$ cat src/rtl/miriscv_defines.sv
// Shared definitions for the miriscv load/store path: access size codes,
// LSU FSM state encodings and small size-decoding helpers.
package miriscv_defines;

  // Load/store size codes as carried by lsu_size_i
  localparam logic [2:0] LDST_B  = 3'd0;
  localparam logic [2:0] LDST_H  = 3'd1;
  localparam logic [2:0] LDST_W  = 3'd2;
  localparam logic [2:0] LDST_BU = 3'd4;
  localparam logic [2:0] LDST_HU = 3'd5;

  // LSU FSM states
  typedef enum logic [2:0] {
    IDLE = 3'd0,
    REQ0 = 3'd1,
    RSP0 = 3'd2,
    REQ1 = 3'd3,
    RSP1 = 3'd4,
    DONE = 3'd5
  } lsu_state_e;

  // Halfword access (signed or unsigned)
  function automatic logic ldst_is_half(input logic [2:0] size);
    return (size == LDST_H) || (size == LDST_HU);
  endfunction

  // Byte access (signed or unsigned)
  function automatic logic ldst_is_byte(input logic [2:0] size);
    return (size == LDST_B) || (size == LDST_BU);
  endfunction

  // Byte-enable mask of an access before lane shifting.
  // Unknown size codes are treated as full words.
  function automatic logic [3:0] ldst_mask(input logic [2:0] size);
    logic [3:0] mask;
    if (ldst_is_byte(size)) begin
      mask = 4'b0001;
    end else if (ldst_is_half(size)) begin
      mask = 4'b0011;
    end else begin
      mask = 4'b1111;
    end
    return mask;
  endfunction

endpackage

$ cat src/rtl/miriscv_lsu_align.sv
// Combinational lane alignment for a one- or two-beat memory access:
// byte enables and shifted store data for both beats, plus extraction and
// sign/zero extension of load data from the two captured beats.
module miriscv_lsu_align
  import miriscv_defines::*;
(
  input  logic [2:0]  size,
  input  logic [1:0]  offset,
  input  logic [31:0] store_data,
  input  logic [31:0] rdata_lo,
  input  logic [31:0] rdata_hi,
  output logic [3:0]  be_lo,
  output logic [3:0]  be_hi,
  output logic [31:0] wdata_lo,
  output logic [31:0] wdata_hi,
  output logic [31:0] load_data
);

  logic [6:0]  be_wide;
  logic [63:0] wdata_wide;
  logic [63:0] rdata_wide;
  logic [31:0] rdata_win;

  // Mask shifted across a 7-bit window: the low nibble is beat 0, the bits
  // that spill past bit 3 belong to the following word (beat 1).
  assign be_wide = {3'b000, ldst_mask(size)} << offset;
  assign be_lo   = be_wide[3:0];
  assign be_hi   = {1'b0, be_wide[6:4]};

  // Store data placed in a 64-bit window; the upper half is exactly
  // store_data >> 8*(4-offset), which is zero for aligned accesses.
  assign wdata_wide = {32'h0, store_data} << {offset, 3'b000};
  assign wdata_lo   = wdata_wide[31:0];
  assign wdata_hi   = wdata_wide[63:32];

  // Load data: the two beats form one 64-bit value, read from the byte offset
  assign rdata_wide = {rdata_hi, rdata_lo};
  assign rdata_win  = rdata_wide[{offset, 3'b000} +: 32];

  // Extract the addressed bytes and extend according to the size code
  always_comb begin
    load_data = rdata_win;
    case (size)
      LDST_B:  load_data = {{24{rdata_win[7]}}, rdata_win[7:0]};
      LDST_BU: load_data = {24'h0, rdata_win[7:0]};
      LDST_H:  load_data = {{16{rdata_win[15]}}, rdata_win[15:0]};
      LDST_HU: load_data = {16'h0, rdata_win[15:0]};
      default: load_data = rdata_win;
    endcase
  end

endmodule

$ cat src/rtl/miriscv_lsu_split.sv
// Load/store unit: turns core byte/halfword/word requests into req/gnt/rvalid
// memory transactions, splitting word-crossing accesses into two beats (or
// flagging them as misaligned), with an optional per-beat timeout.
module miriscv_lsu_split
  import miriscv_defines::*;
#(
  parameter int unsigned MISALIGN_SPLIT = 1,
  parameter int unsigned TIMEOUT        = 0
) (
  input  logic        clk_i,
  input  logic        arst_i,
  // core side
  input  logic        lsu_req_i,
  input  logic        lsu_we_i,
  input  logic [2:0]  lsu_size_i,
  input  logic [31:0] lsu_addr_i,
  input  logic [31:0] lsu_data_i,
  output logic        lsu_stall_req_o,
  output logic [31:0] lsu_data_o,
  output logic        lsu_misalign_o,
  output logic        lsu_err_o,
  // memory side
  output logic        data_req_o,
  input  logic        data_gnt_i,
  input  logic        data_rvalid_i,
  input  logic [31:0] data_rdata_i,
  output logic        data_we_o,
  output logic [3:0]  data_be_o,
  output logic [31:0] data_addr_o,
  output logic [31:0] data_wdata_o
);

  localparam int unsigned CNT_W = (TIMEOUT > 1) ? $clog2(TIMEOUT + 1) : 1;
  // Counter value in the last allowed cycle of a beat
  localparam logic [CNT_W-1:0] CNT_LAST = (TIMEOUT > 0) ? CNT_W'(TIMEOUT - 1) : '0;

  lsu_state_e       state_reg;
  lsu_state_e       state_next;

  logic [29:0]      word_addr_reg;
  logic [1:0]       offset_reg;
  logic [2:0]       size_reg;
  logic             we_reg;
  logic [31:0]      store_data_reg;
  logic             split_reg;
  logic [31:0]      beat0_reg;
  logic [31:0]      beat1_reg;
  logic [31:0]      load_data_reg;
  logic             misalign_reg;
  logic             err_reg;
  logic [CNT_W-1:0] cnt_reg;

  logic             is_half_in;
  logic             is_word_in;
  logic             cross_in;
  logic             misalign_in;
  logic             accept;
  logic             busy;
  logic             in_rsp;
  logic             req_active;
  logic             timeout_hit;
  logic             load_done;

  logic [31:0]      merge_lo;
  logic [31:0]      merge_hi;
  logic [3:0]       be_lo;
  logic [3:0]       be_hi;
  logic [31:0]      wdata_lo;
  logic [31:0]      wdata_hi;
  logic [31:0]      load_data;

  // ---------------------------------------------------------------------------
  // Request decode (only meaningful in IDLE, where the inputs are latched)
  // ---------------------------------------------------------------------------
  assign is_half_in = ldst_is_half(lsu_size_i);
  assign is_word_in = !is_half_in && !ldst_is_byte(lsu_size_i);

  // Halfword at offset 3 or word at a non-zero offset spans two words
  assign cross_in = (is_half_in && (lsu_addr_i[1:0] == 2'b11)) ||
                    (is_word_in && (lsu_addr_i[1:0] != 2'b00));

  // Without splitting, natural alignment is required (so H at offset 1
  // is rejected even though it would fit in one word)
  assign misalign_in = (MISALIGN_SPLIT == 0) &&
                       ((is_half_in && lsu_addr_i[0]) ||
                        (is_word_in && (lsu_addr_i[1:0] != 2'b00)));

  assign accept = (state_reg == IDLE) && lsu_req_i;

  assign busy   = (state_reg == REQ0) || (state_reg == RSP0) ||
                  (state_reg == REQ1) || (state_reg == RSP1);
  assign in_rsp = (state_reg == RSP0) || (state_reg == RSP1);

  assign timeout_hit = (TIMEOUT != 0) && busy && (cnt_reg == CNT_LAST);

  // A load finishes normally when a response moves the FSM into DONE
  assign load_done = !we_reg && in_rsp && !timeout_hit && (state_next == DONE);

  // ---------------------------------------------------------------------------
  // Alignment datapath. The beat being answered is taken straight from the
  // bus so the merged load value is ready on the transition into DONE.
  // ---------------------------------------------------------------------------
  assign merge_lo = (state_reg == RSP0) ? data_rdata_i : beat0_reg;
  assign merge_hi = (state_reg == RSP1) ? data_rdata_i : beat1_reg;

  miriscv_lsu_align u_align (
    .size       (size_reg),
    .offset     (offset_reg),
    .store_data (store_data_reg),
    .rdata_lo   (merge_lo),
    .rdata_hi   (merge_hi),
    .be_lo      (be_lo),
    .be_hi      (be_hi),
    .wdata_lo   (wdata_lo),
    .wdata_hi   (wdata_hi),
    .load_data  (load_data)
  );

  // ---------------------------------------------------------------------------
  // FSM
  // ---------------------------------------------------------------------------

  // State register
  always_ff @(posedge clk_i or posedge arst_i) begin
    if (arst_i) begin
      state_reg <= IDLE;
    end else begin
      state_reg <= state_next;
    end
  end

  // Next-state logic; a timeout overrides any handshake in the same cycle
  always_comb begin
    state_next = state_reg;
    case (state_reg)
      IDLE: begin
        if (lsu_req_i) begin
          state_next = misalign_in ? DONE : REQ0;
        end
      end
      REQ0: begin
        if (timeout_hit) begin
          state_next = DONE;
        end else if (data_gnt_i) begin
          state_next = RSP0;
        end
      end
      RSP0: begin
        if (timeout_hit) begin
          state_next = DONE;
        end else if (data_rvalid_i) begin
          state_next = split_reg ? REQ1 : DONE;
        end
      end
      REQ1: begin
        if (timeout_hit) begin
          state_next = DONE;
        end else if (data_gnt_i) begin
          state_next = RSP1;
        end
      end
      RSP1: begin
        if (timeout_hit || data_rvalid_i) begin
          state_next = DONE;
        end
      end
      DONE:    state_next = IDLE;
      default: state_next = IDLE;
    endcase
  end

  // ---------------------------------------------------------------------------
  // Datapath registers
  // ---------------------------------------------------------------------------

  // Latch the request, capture response beats, count beat cycles and
  // register the load result and the one-cycle status flags
  always_ff @(posedge clk_i or posedge arst_i) begin
    if (arst_i) begin
      word_addr_reg  <= '0;
      offset_reg     <= '0;
      size_reg       <= '0;
      we_reg         <= 1'b0;
      store_data_reg <= '0;
      split_reg      <= 1'b0;
      beat0_reg      <= '0;
      beat1_reg      <= '0;
      load_data_reg  <= '0;
      misalign_reg   <= 1'b0;
      err_reg        <= 1'b0;
      cnt_reg        <= '0;
    end else begin
      if (accept) begin
        word_addr_reg  <= lsu_addr_i[31:2];
        offset_reg     <= lsu_addr_i[1:0];
        size_reg       <= lsu_size_i;
        we_reg         <= lsu_we_i;
        store_data_reg <= lsu_data_i;
        split_reg      <= cross_in;
      end

      if ((state_reg == RSP0) && data_rvalid_i) begin
        beat0_reg <= data_rdata_i;
      end
      if ((state_reg == RSP1) && data_rvalid_i) begin
        beat1_reg <= data_rdata_i;
      end

      // Counter restarts on every state change so each beat gets a full budget
      if (state_next != state_reg) begin
        cnt_reg <= '0;
      end else if (busy && (TIMEOUT != 0)) begin
        cnt_reg <= cnt_reg + 1'b1;
      end

      if (load_done) begin
        load_data_reg <= load_data;
      end

      // Both flags are only ever set on entry to DONE, which lasts one cycle
      misalign_reg <= accept && misalign_in;
      err_reg      <= timeout_hit;
    end
  end

  // ---------------------------------------------------------------------------
  // Memory-side outputs: decoded from the state register, zero when no beat
  // is being requested so nothing leaks onto the bus in other states
  // ---------------------------------------------------------------------------
  assign req_active = (state_reg == REQ0) || (state_reg == REQ1);

  // Select beat 0 or beat 1 address, enables and data
  always_comb begin
    data_addr_o  = 32'h0;
    data_be_o    = 4'b0000;
    data_wdata_o = 32'h0;
    if (state_reg == REQ0) begin
      data_addr_o  = {word_addr_reg, 2'b00};
      data_be_o    = be_lo;
      data_wdata_o = wdata_lo;
    end else if (state_reg == REQ1) begin
      data_addr_o  = {word_addr_reg + 30'd1, 2'b00};
      data_be_o    = be_hi;
      data_wdata_o = wdata_hi;
    end
  end

  assign data_req_o = req_active;
  assign data_we_o  = req_active && we_reg;

  // ---------------------------------------------------------------------------
  // Core-side outputs
  // ---------------------------------------------------------------------------
  assign lsu_stall_req_o = lsu_req_i && (state_reg != DONE);
  assign lsu_data_o      = load_data_reg;
  assign lsu_misalign_o  = misalign_reg;
  assign lsu_err_o       = err_reg;

endmodule

$ cat config.mk
export PLATFORM = sky130hd
export DESIGN_NAME = miriscv_lsu_split
export DESIGN_NICKNAME = d
export VERILOG_FILES = /design/src/rtl/miriscv_defines.sv /design/src/rtl/miriscv_lsu_align.sv /design/src/rtl/miriscv_lsu_split.sv
export SDC_FILE = /design/constraint.sdc
export NUM_CORES = 1
export LEC_CHECK = 0
export BUFFER_PORTS_ARGS = -buffer_cell sky130_fd_sc_hd__buf_4
export CORE_ASPECT_RATIO = 0.8
export CORE_UTILIZATION = 50
export CTS_CLUSTER_DIAMETER = 100
export DETAILED_ROUTE_END_ITERATION = 10
export PLACE_DENSITY = 0.74
export SLEW_MARGIN = 20
export SYNTH_ARGS = -nofsm -noshare
export SYNTH_HDL_FRONTEND = slang
export SYNTH_HIERARCHICAL = 1
export SYNTH_SLANG_ARGS = --single-unit
$ cat constraint.sdc
create_clock -name clk_i -period 12.5 [get_ports clk_i]
set_input_delay 2.5 -clock clk_i [delete_from_list [all_inputs] [get_ports clk_i]]
set_output_delay 2.5 -clock clk_i [all_outputs]
set_load 0.01 [all_outputs]
---- Word-level counts from Yosys, hierarchy flattened ----
Cells that the tools add are included.
word-level totals
  register bits after elaboration ......... 168
  input bits .............................. 105
cells by class
  add/subtract/negate cells ............... 1
  equal/unequal tests ..................... 13
  shift operators ......................... 3
  muxes and demuxes ....................... 18
  reduce and logical (&&, ||, !) cells .... 24
operator list
  operator                                                               count
  32-bit 2-to-1 mux                                                      6
  32-bit case mux with 4 select lines                                    1
  64-bit by 6-bit indexed part select with 32-bit output                 1
  32-bit by 5-bit left shift with 64-bit output                          1
  30-bit by 1-bit adder with 30-bit output, second input constant        1
  3-bit 2-to-1 mux                                                       7
  3-bit equality test, second input constant                             6
  3-bit case mux with 5 select lines                                     1
  4-bit 2-to-1 mux                                                       3
  1-bit logical AND                                                      10
  3-bit by 1-bit equality test with 1-bit output, second input constant  3
  3-bit logical NOT                                                      3
  1-bit logical OR                                                       7
  4-bit by 2-bit left shift with 7-bit output                            1
  3-bit by 2-bit equality test with 1-bit output, second input constant  2
  1-bit logical NOT                                                      3
  3-bit inequality test, second input constant                           1
  2-bit equality test, second input constant                             1
  2-bit nonzero test                                                     1

---- Depth between registers and ports, before layout ----
Gate-level depths: netlist (run 1).
  depth after elaboration ................. 7
  depth in mapped cells ................... 11
  gate-level depth less buffers ........... 8

---- Modules after synthesis ----
The synthesis (run 1) kept the hierarchy.
modules (own cells, without submodules)
  module             times used  cells each  area each (µm²)  seq. area each (µm²)
  miriscv_lsu_split  1           680         8499.4           4204.0
  miriscv_lsu_align  1           262         1904.3           0.0

---- Least setup slack after synthesis (run 1) ----
No wires, ideal clock.
  path type ............................... input to output
  start point ............................. in lsu_req_i
  end point ............................... out lsu_stall_req_o
  arrival time ............................ 2800 ps
  path slack .............................. 7200 ps
  stages .................................. 1
  buffers on the path ..................... 0
  path through ............................ a21boi_0
between the ends
  longest elaborated chain between the ends .. 1
ends and longest elaborated chain
  what               RTL line                  text
  start, declared    miriscv_lsu_split.sv:13   input logic lsu_req_i,
  1-bit logical AND  miriscv_lsu_split.sv:254  assign lsu_stall_req_o = lsu_req_i && (state_reg != DONE);
  end, declared      miriscv_lsu_split.sv:18   output logic lsu_stall_req_o,
Every way passes these cells.

---- Worst setup path after layout (run 1) ----
  start point ............................. reg offset_reg[1]
  end point ............................... out data_wdata_o[19]
between the ends
  elaborated cells between the ends (all ways) .. 3
  those cells by class .................... shift: 1; mux: 2
RTL lines
  what                                           RTL line                  text
  start, declared                                miriscv_lsu_split.sv:41   logic [1:0] offset_reg;
  start signal, assigned                         miriscv_lsu_split.sv:195  offset_reg <= lsu_addr_i[1:0];
  32-bit by 5-bit left shift with 64-bit output  miriscv_lsu_align.sv:32   assign wdata_wide = {32'h0, store_data} << {offset, 3'b000};
  net wdata_lo[19]                               miriscv_lsu_split.sv:68   logic [31:0] wdata_lo;
  32-bit 2-to-1 mux                              miriscv_lsu_split.sv:237  if (state_reg == REQ0) begin
  end, declared                                  miriscv_lsu_split.sv:30   output logic [31:0] data_wdata_o
The timed path passes the listed nets, and every way through them passes these cells.

==> results of run 1 <==
## power by group
part	internal (uW)	total (uW)	switching, uW	leakage (uW)
clock network	312	533	221	0.000278
logic	945	1850	909	0.00339
registers	772	1010	240	0.00196
## routing by layer
layer  share of wire  wire length [um]  vias up
li1                -                 -     3606
met1            0.49             12300     3835
met2            0.42             10600      231
met3           0.070              1750       26
met4           0.014               354        2
met5         0.00068                17        -
## critical path, stage by stage (launching register included)
cell     delay [ps]
dfrtp_2         340
buf_4           660
inv_2           470
nor2_1          590
nand2_1         130
o21ai_0         110
mux2i_1         100
nor2_1          100
buf_4           130
## path summary, 6_finish.rpt
| check | startpoint | to | slack (ps) |
|---|---|---|---|
| hold / removal | lsu_data_o[18] | lsu_data_o[18] | 480 |
| setup / recovery | offset_reg[1] | data_wdata_o[19] | 6910 |
| hold reg to reg | lsu_data_o[18] | lsu_data_o[18] | 480 |
| min in group asynchronous | arst_i | store_data_reg[23] | 2220 |
| max in group asynchronous | arst_i | offset_reg[1] | 8760 |
| setup reg to reg | state_reg[1] | lsu_data_o[31] | 8530 |
## stage by stage
stage | hold WS (ps) | power [uW] | utilization
3_3_place_gp | 470 | 2810 | 0.600
3_5_place_dp | 476 | 2860 | 0.600
5_1_grt | 511 | 3630 | 0.631
2_1_floorplan | 475 | 2290 | -
6_report | 485 | 3400 | 0.631
4_1_cts | 493 | 3400 | 0.631
## final cells by class
| cell class | count | area share |
|---|---|---|
| clock inverter | 11 | 0.0106 |
| antenna | 2 | 0.000410 |
| multi-input combinational | 678 | 0.459 |
| inverter | 9 | 0.00318 |
| clock buffer | 21 | 0.0386 |
| timing repair buffer | 216 | 0.133 |
| tap | 258 | 0.0265 |
| sequential | 160 | 0.329 |
==> results.py, run 1 <==
metrics = {
    "global_route": {
        "grt_pass1_vias": 7515,
        "grtUsageMet3": 0.0696,
        "grt_pass1_wl_um": 40200,
        "grt_max_degree": 88,
        "grt_util_met2": 0.360,
        "antenna_found_initial": 3,
        "grt_busiest_layer": "met1",
        "use_met1": 0.364,
        "grt.total_usage": 0.249,
        "grt_overflow_total": 0,
    },
    "floorplanning": {
        "die_height_um": 129,
        "dieArea_mm2": 0.0206,
        "start_util": 0.519,
        "io_pins": 210,
        "die_w_um": 160,
        "core_area_mm2": 0.0193,
        "fp-row-count": 45,
    },
    "timing": {
        "slew_violations": 0,
        "tightest_slew_ps": 973,
        "period_needed_ps": 5590,
        "fin_ws_ps": 6910,
        "setup_viol": 0,
        "rsz0062_at_grt": "no",
        "maxSlewHeadroom": 0.351,
        "fmax_mhz": 179,
        "fin_setup_tns_ps": 0,
        "hold_violations": 0,
        "finalCritPeriodShare": 0.447,
        "fin_worst_skew_ps": 12.1,
    },
    "route": {
        "wl_per_cell_um": 18.5,
        "wl_um": 25100,
        "firstDrtPassIters": 5,
        "drcViolationCount": 0,
        "ant_nets": 0,
        "first_iter_violations": 603,
        "via_count": 7700,
        "vias_per_cell": 5.68,
    },
    "setup_path": {
        "rr_worst_depth": 9,
        "crit_fanout": 85,
        "crit_arrival_ps": 3090,
        "crit_type": "flip-flop to primary output",
        "crit_path_end_kind": "primary output",
        "cp.required_ps": 10000,
        "start_kind": "flip-flop",
    },
    "clock_tree": {
        "insertion_delay_ps": 420,
        "cts_hold_buf": 0,
        "clockBufferDepth": 2,
        "h-tree-depth": 4,
        "cts_tree": "built",
        "cts-resized-gates": 0,
        "numCtsBuffers": 17,
        "post_cts_buffers": 0,
        "numClockSinks": 160,
        "clk_pin_slew_ps": 60,
        "root_buffer": "clkbuf_16",
    },
    "min_path": {
        "hold_path_class": "flip-flop to flip-flop",
        "min_path_cells": 1,
    },
    "final_layout": {
        "area_delta_synth_final_pct": 21.7,
        "finish.instance_area_mm2": 0.0122,
        "nets": 1188,
        "seq_area_mm2": 0.00401,
        "drive_gt1_frac": 0.420,
        "layout_commonest_cell": "buf_4",
        "final_cell_mix": "216 x buf_4, 188 x mux2_2, 157 x dfrtp_1",
        "fill_cells": 1586,
        "multi_input_area_mm2": 0.00560,
        "final_cells": 1355,
    },
    "synth": {
        "synth_area_per_cell_um2": 10.9,
        "postSynthCellCount": 918,
        "syn_area_mm2": 0.0100,
        "synth_warnings": 6,
    },
    "placement": {
        "io_buffers": 205,
        "place_hpwl_um": 17300,
        "dp.cells": 1321,
        "dp_worst_setup_slack_ps": 7040,
        "place.gp.congestion": 0.823,
        "placed_cell_area_mm2": 0.0116,
    },
    "power": {
        "irDropWorstVdd_v": 0.000127,
        "p_per_area_mw_per_mm2": 279,
        "leakagePower_uw": 0.00563,
    },
    "flow_run": {
        "cap_violations": 0,
    },
    "status": {
        "status": "completed",
    },
}
Power figures use the tool's default switching activity.
==> inputs of run 2 (changes only) <==
- ABC_AREA: default -> 1
- PLACE_DENSITY: 0.74 -> 0.76
- clock period: 12.5 -> 4.8 ns (I/O delays scaled with it)
==> run 2 against run 1 <==
  * Final area increased by 1.7%
  * Synthesized area up 2.9%
  * Worst hold slack worse by 12 ps
  * Global-route usage grew 5.6 points
  * Total power is 150% higher
  * Core utilization down 1.2 points
  * Routed wire length grew 29%
  * Critical path type unchanged
  * Synthesized cell count increased by 73%
  * Critical endpoint is now data_wdata_o[6]
  * First-iteration DRC count up 140%
  * Largest cell class unchanged
  * Clock power increased to 2.7 times the previous value
  * Via count is 41% higher
  * Clock-buffer cell count down 3
==> results.py, run 2 <==
metrics = {
    "status": {
        "status": "completed",
    },
    "floorplanning": {
        "fp-row-count": 46,
        "die_w_um": 163,
        "dieArea_mm2": 0.0212,
        "core_area_mm2": 0.0200,
        "start_util": 0.515,
        "die_height_um": 130,
        "io_pins": 210,
    },
    "placement": {
        "io_buffers": 205,
        "place_hpwl_um": 23000,
        "place.gp.congestion": 0.936,
    },
    "clock_tree": {
        "numCtsBuffers": 17,
        "numClockSinks": 160,
        "root_buffer": "clkbuf_16",
        "cts-resized-gates": 0,
        "clockBufferDepth": 2,
        "clk_pin_slew_ps": 70,
        "cts_tree": "built",
        "h-tree-depth": 4,
        "post_cts_buffers": 0,
        "cts_hold_buf": 0,
        "insertion_delay_ps": 430,
    },
    "route": {
        "vias_per_cell": 5.42,
        "wl_per_cell_um": 16.2,
        "ant_nets": 0,
        "drcViolationCount": 0,
        "wl_um": 32400,
        "firstDrtPassIters": 6,
        "via_count": 10900,
        "first_iter_violations": 1435,
    },
    "timing": {
        "hold_slack_ps": 473,
        "period_needed_ps": 3560,
        "slew_violations": 0,
        "tightest_slew_ps": 1070,
        "fin_worst_skew_ps": 9.83,
        "fin_setup_tns_ps": 0,
        "rsz0062_at_grt": "no",
        "hold_violations": 0,
        "finalCritPeriodShare": 0.742,
        "maxSlewHeadroom": 0.289,
        "fmax_mhz": 281,
        "setup_viol": 0,
    },
    "setup_path": {
        "crit_type": "flip-flop to primary output",
        "crit_arrival_ps": 2600,
        "crit_fanout": 64,
        "crit_path_end_kind": "primary output",
        "cp.required_ps": 3840,
        "start_kind": "flip-flop",
    },
    "power": {
        "irDropWorstVdd_v": 0.000358,
        "leakagePower_uw": 0.00661,
        "total_power_uw": 8380,
        "p_per_area_mw_per_mm2": 676,
    },
    "global_route": {
        "grt_pass1_wl_um": 50300,
        "antenna_found_initial": 0,
        "grt.total_usage": 0.304,
        "grt_pass1_vias": 9362,
        "grt_max_degree": 89,
        "grt_overflow_total": 0,
    },
    "final_layout": {
        "nets": 1836,
        "n_antenna_cell": 0,
        "final_cell_mix": "666 x nand2_1, 218 x buf_4, 180 x o21ai_0",
        "multi_input_area_mm2": 0.00531,
        "area_delta_synth_final_pct": 20.3,
        "fill_cells": 1854,
        "drive_gt1_frac": 0.160,
        "layout_commonest_cell": "nand2_1",
        "seq_area_mm2": 0.00401,
    },
    "flow_run": {
        "cap_violations": 0,
    },
    "synth": {
        "postSynthCellCount": 1591,
        "synth_area_per_cell_um2": 6.48,
        "synth_warnings": 6,
        "syn_area_mm2": 0.0103,
    },
    "min_path": {
        "hold_path_class": "flip-flop to flip-flop",
    },
}
[run 2: cell type report]
cell class,instances,share of cell area
clock buffers,18,0.0346
multi-input cells,1203,0.428
flip-flops and latches,160,0.323
well taps,264,0.0266
repair buffers,219,0.134
inverters,129,0.0394
clock inverters,14,0.0145
[run 2: metrics by stage]
step	utilization	instances	instance area (um2)	setup WS (ps)
2_1_floorplan	-	1602	10400	1810
6_report	0.619	2007	12400	1240
4_1_cts	0.619	2007	12400	1290
3_5_place_dp	0.589	1975	11800	1530
5_1_grt	0.619	2007	12400	1070
3_3_place_gp	0.589	1975	11800	1650
[run 2: critical path, cell delays in order (launching register included)]
cell and delay, ps:
dfrtp_1 360, buf_4 270, inv_2 830, o21ai_0 230, a22o_1 310, buf_4 150
[run 2: metal layers]
layer,up-vias,track usage,share of wire
li1,5291,-,-
met5,-,0,0
met4,0,0.0902,0.020
met1,4963,0.486,0.49
met2,572,0.410,0.40
met3,44,0.0537,0.094
[run 2: final timing paths]
path / slack, ps / cells after the start / from / to
max: 1240 / 5 / offset_reg[1] / data_wdata_o[6]
min: 470 / 2 / store_data_reg[16] / store_data_reg[16]
max reg2reg: 1740 / 10 / state_reg[1] / lsu_data_o[13]
min reg2reg: 470 / 2 / store_data_reg[16] / store_data_reg[16]
max in group asynchronous: 3090 / 3 / arst_i / word_addr_reg[18]
min in group asynchronous: 700 / 2 / arst_i / beat0_reg[26]
[run 2: power breakdown]
part           leakage [uW]  internal [uW]  switching [uW]
Sequential          0.00201           1960             514
Combinational       0.00430           1590            2880
Clock              0.000298            830             611
==> inputs of run 3 (changes only) <==
- PLACE_DENSITY: 0.76 -> 0.73
- clock period: 4.8 -> 3.3 ns (I/O delays scaled with it)
==> run 3 against run 2 <==
  * First-iteration DRC count shrank 13%
  * Sequential power increased by 46%
  * Sequential cell count did not move
  * Combinational power up 48%
  * Final cell count up 0.25%
  * Critical path type unchanged
  * Largest power group unchanged
==> results.py, run 3 (same netlist as run 2, synthesis figures left out) <==
metrics = {
    "route": {
        "wl_um": 33100,
        "drcViolationCount": 0,
        "first_iter_violations": 1251,
        "vias_per_cell": 5.37,
        "via_count": 10800,
        "wl_per_cell_um": 16.5,
        "ant_nets": 0,
        "firstDrtPassIters": 6,
    },
    "placement": {
        "place.gp.congestion": 0.942,
        "placed_cell_area_mm2": 0.0119,
        "place_hpwl_um": 23800,
        "io_buffers": 205,
    },
    "final_layout": {
        "nets": 1841,
        "layout_commonest_cell": "nand2_1",
        "area_delta_synth_final_pct": 21.4,
        "final_cell_mix": "666 x nand2_1, 221 x buf_4, 180 x o21ai_0",
        "fill_cells": 1914,
        "seq_area_mm2": 0.00401,
        "finish.instance_area_mm2": 0.0125,
        "multi_input_area_mm2": 0.00531,
        "drive_gt1_frac": 0.163,
    },
    "setup_path": {
        "critPathMaxStageDelay_ps": 500,
        "start_kind": "flip-flop",
        "r2r_end": "lsu_data_o[17]",
        "rr_worst_depth": 9,
        "critical_path.top_delay_family": "buffers and inverters",
        "startpoint": "state_reg[2]",
        "crit_path_end_kind": "primary output",
        "r2r_slack_ps": 490,
        "cp.required_ps": 2640,
        "crit_path_end": "data_addr_o[10]",
        "critPathBufInv": 3,
        "crit_type": "flip-flop to primary output",
        "cp_slowest_cell": "buf_4",
        "r2r_start": "state_reg[2]",
        "crit_arrival_ps": 2380,
        "path_cells": "inv_2 > nand2_2 > nor2_4 > buf_4 > o21ai_0 > o21ai_0 > buf_4",
        "crit_fanout": 58,
        "cp.depth": 7,
    },
    "clock_tree": {
        "clockBufferDepth": 2,
        "post_cts_buffers": 0,
        "numClockSinks": 160,
        "cts-resized-gates": 0,
        "numCtsBuffers": 17,
        "h-tree-depth": 4,
        "clk_pin_slew_ps": 70,
        "root_buffer": "clkbuf_16",
        "cts_hold_buf": 0,
        "insertion_delay_ps": 430,
        "cts_tree": "built",
    },
    "power": {
        "leakagePower_uw": 0.00667,
        "p_per_area_mw_per_mm2": 999,
        "irDropWorstVdd_v": 0.000542,
    },
    "floorplanning": {
        "start_util": 0.515,
        "core_area_mm2": 0.0200,
        "fp-row-count": 46,
        "dieArea_mm2": 0.0212,
        "io_pins": 210,
        "die_height_um": 130,
        "die_w_um": 163,
    },
    "global_route": {
        "grt.total_usage": 0.314,
        "grt_overflow_total": 0,
        "antenna_found_initial": 1,
        "grt_pass1_vias": 9299,
        "grt_pass1_wl_um": 51500,
        "grt_max_degree": 88,
    },
    "timing": {
        "slew_violations": 0,
        "fin_worst_skew_ps": 10.4,
        "rsz0062_at_grt": "no",
        "hold_violations": 0,
        "setup_viol": 0,
        "maxSlewHeadroom": 0.393,
        "finalCritPeriodShare": 0.920,
        "tightest_slew_ps": 909,
        "fmax_mhz": 329,
        "fin_setup_tns_ps": 0,
        "period_needed_ps": 3040,
    },
    "flow_run": {
        "cap_violations": 0,
    },
    "status": {
        "status": "completed",
    },
    "min_path": {
        "hold_path_class": "input pin to async pin",
    },
}
run 3: cell types whose count changed in the layout (fill, tap and decap cells not counted):
cell / delta
buf_12: +2
bufinv_16: +2
buf_4: +3
clkinv_4: -2
diode_2: +1
inv_8: +1
clkinv_2: -2
clkbuf_8: +1
clkbuf_1: -1
run 3: area by class of cell:
cell class | instances | share of cell area
Multi-Input combinational cell | 1203 | 0.424
Sequential cell | 160 | 0.320
Timing Repair Buffer | 224 | 0.137
Inverter | 129 | 0.0390
Clock buffer | 18 | 0.0351
Tap cell | 264 | 0.0264
Clock inverter | 13 | 0.0179
Antenna cell | 1 | 0.000200
run 3: metal layers:
layer,track usage,routed length (um)
met5,0,0
met4,0.0748,479
met3,0.0638,3170
met2,0.421,13100
met1,0.506,16300
run 3: power by group:
part	switching (uW)	leakage (uW)	total, uW	internal, uW
logic	4270	0.00434	6620	2350
clock network	892	0.000322	2270	1380
registers	755	0.00201	3600	2850
run 3: worst min-delay path by stage:
stage | from | end | slack (ps) | cells past startpoint
floorplan | store_data_reg[0] | store_data_reg[0] | 440 | 2
global placement | store_data_reg[2] | store_data_reg[2] | 460 | 2
detailed placement | store_data_reg[6] | store_data_reg[6] | 460 | 2
CTS | lsu_data_i[21] | store_data_reg[21] | 410 | 3
global route | lsu_data_i[8] | store_data_reg[8] | 410 | 3
finish | arst_i | lsu_data_o[12] | 400 | 2
run 3: per-stage QoR:
step | worst slack, ps | total power [uW] | util | hold WS [ps] | std cells
detailed placement | 584 | 10100 | 0.592 | 463 | 1980
global route | 120 | 13500 | 0.625 | 412 | 2011
floorplan | 611 | 7870 | - | 442 | 1602
finish | 263 | 12500 | 0.625 | 403 | 2012
global placement | 570 | 9940 | 0.592 | 456 | 1980
CTS | 265 | 12400 | 0.625 | 412 | 2011
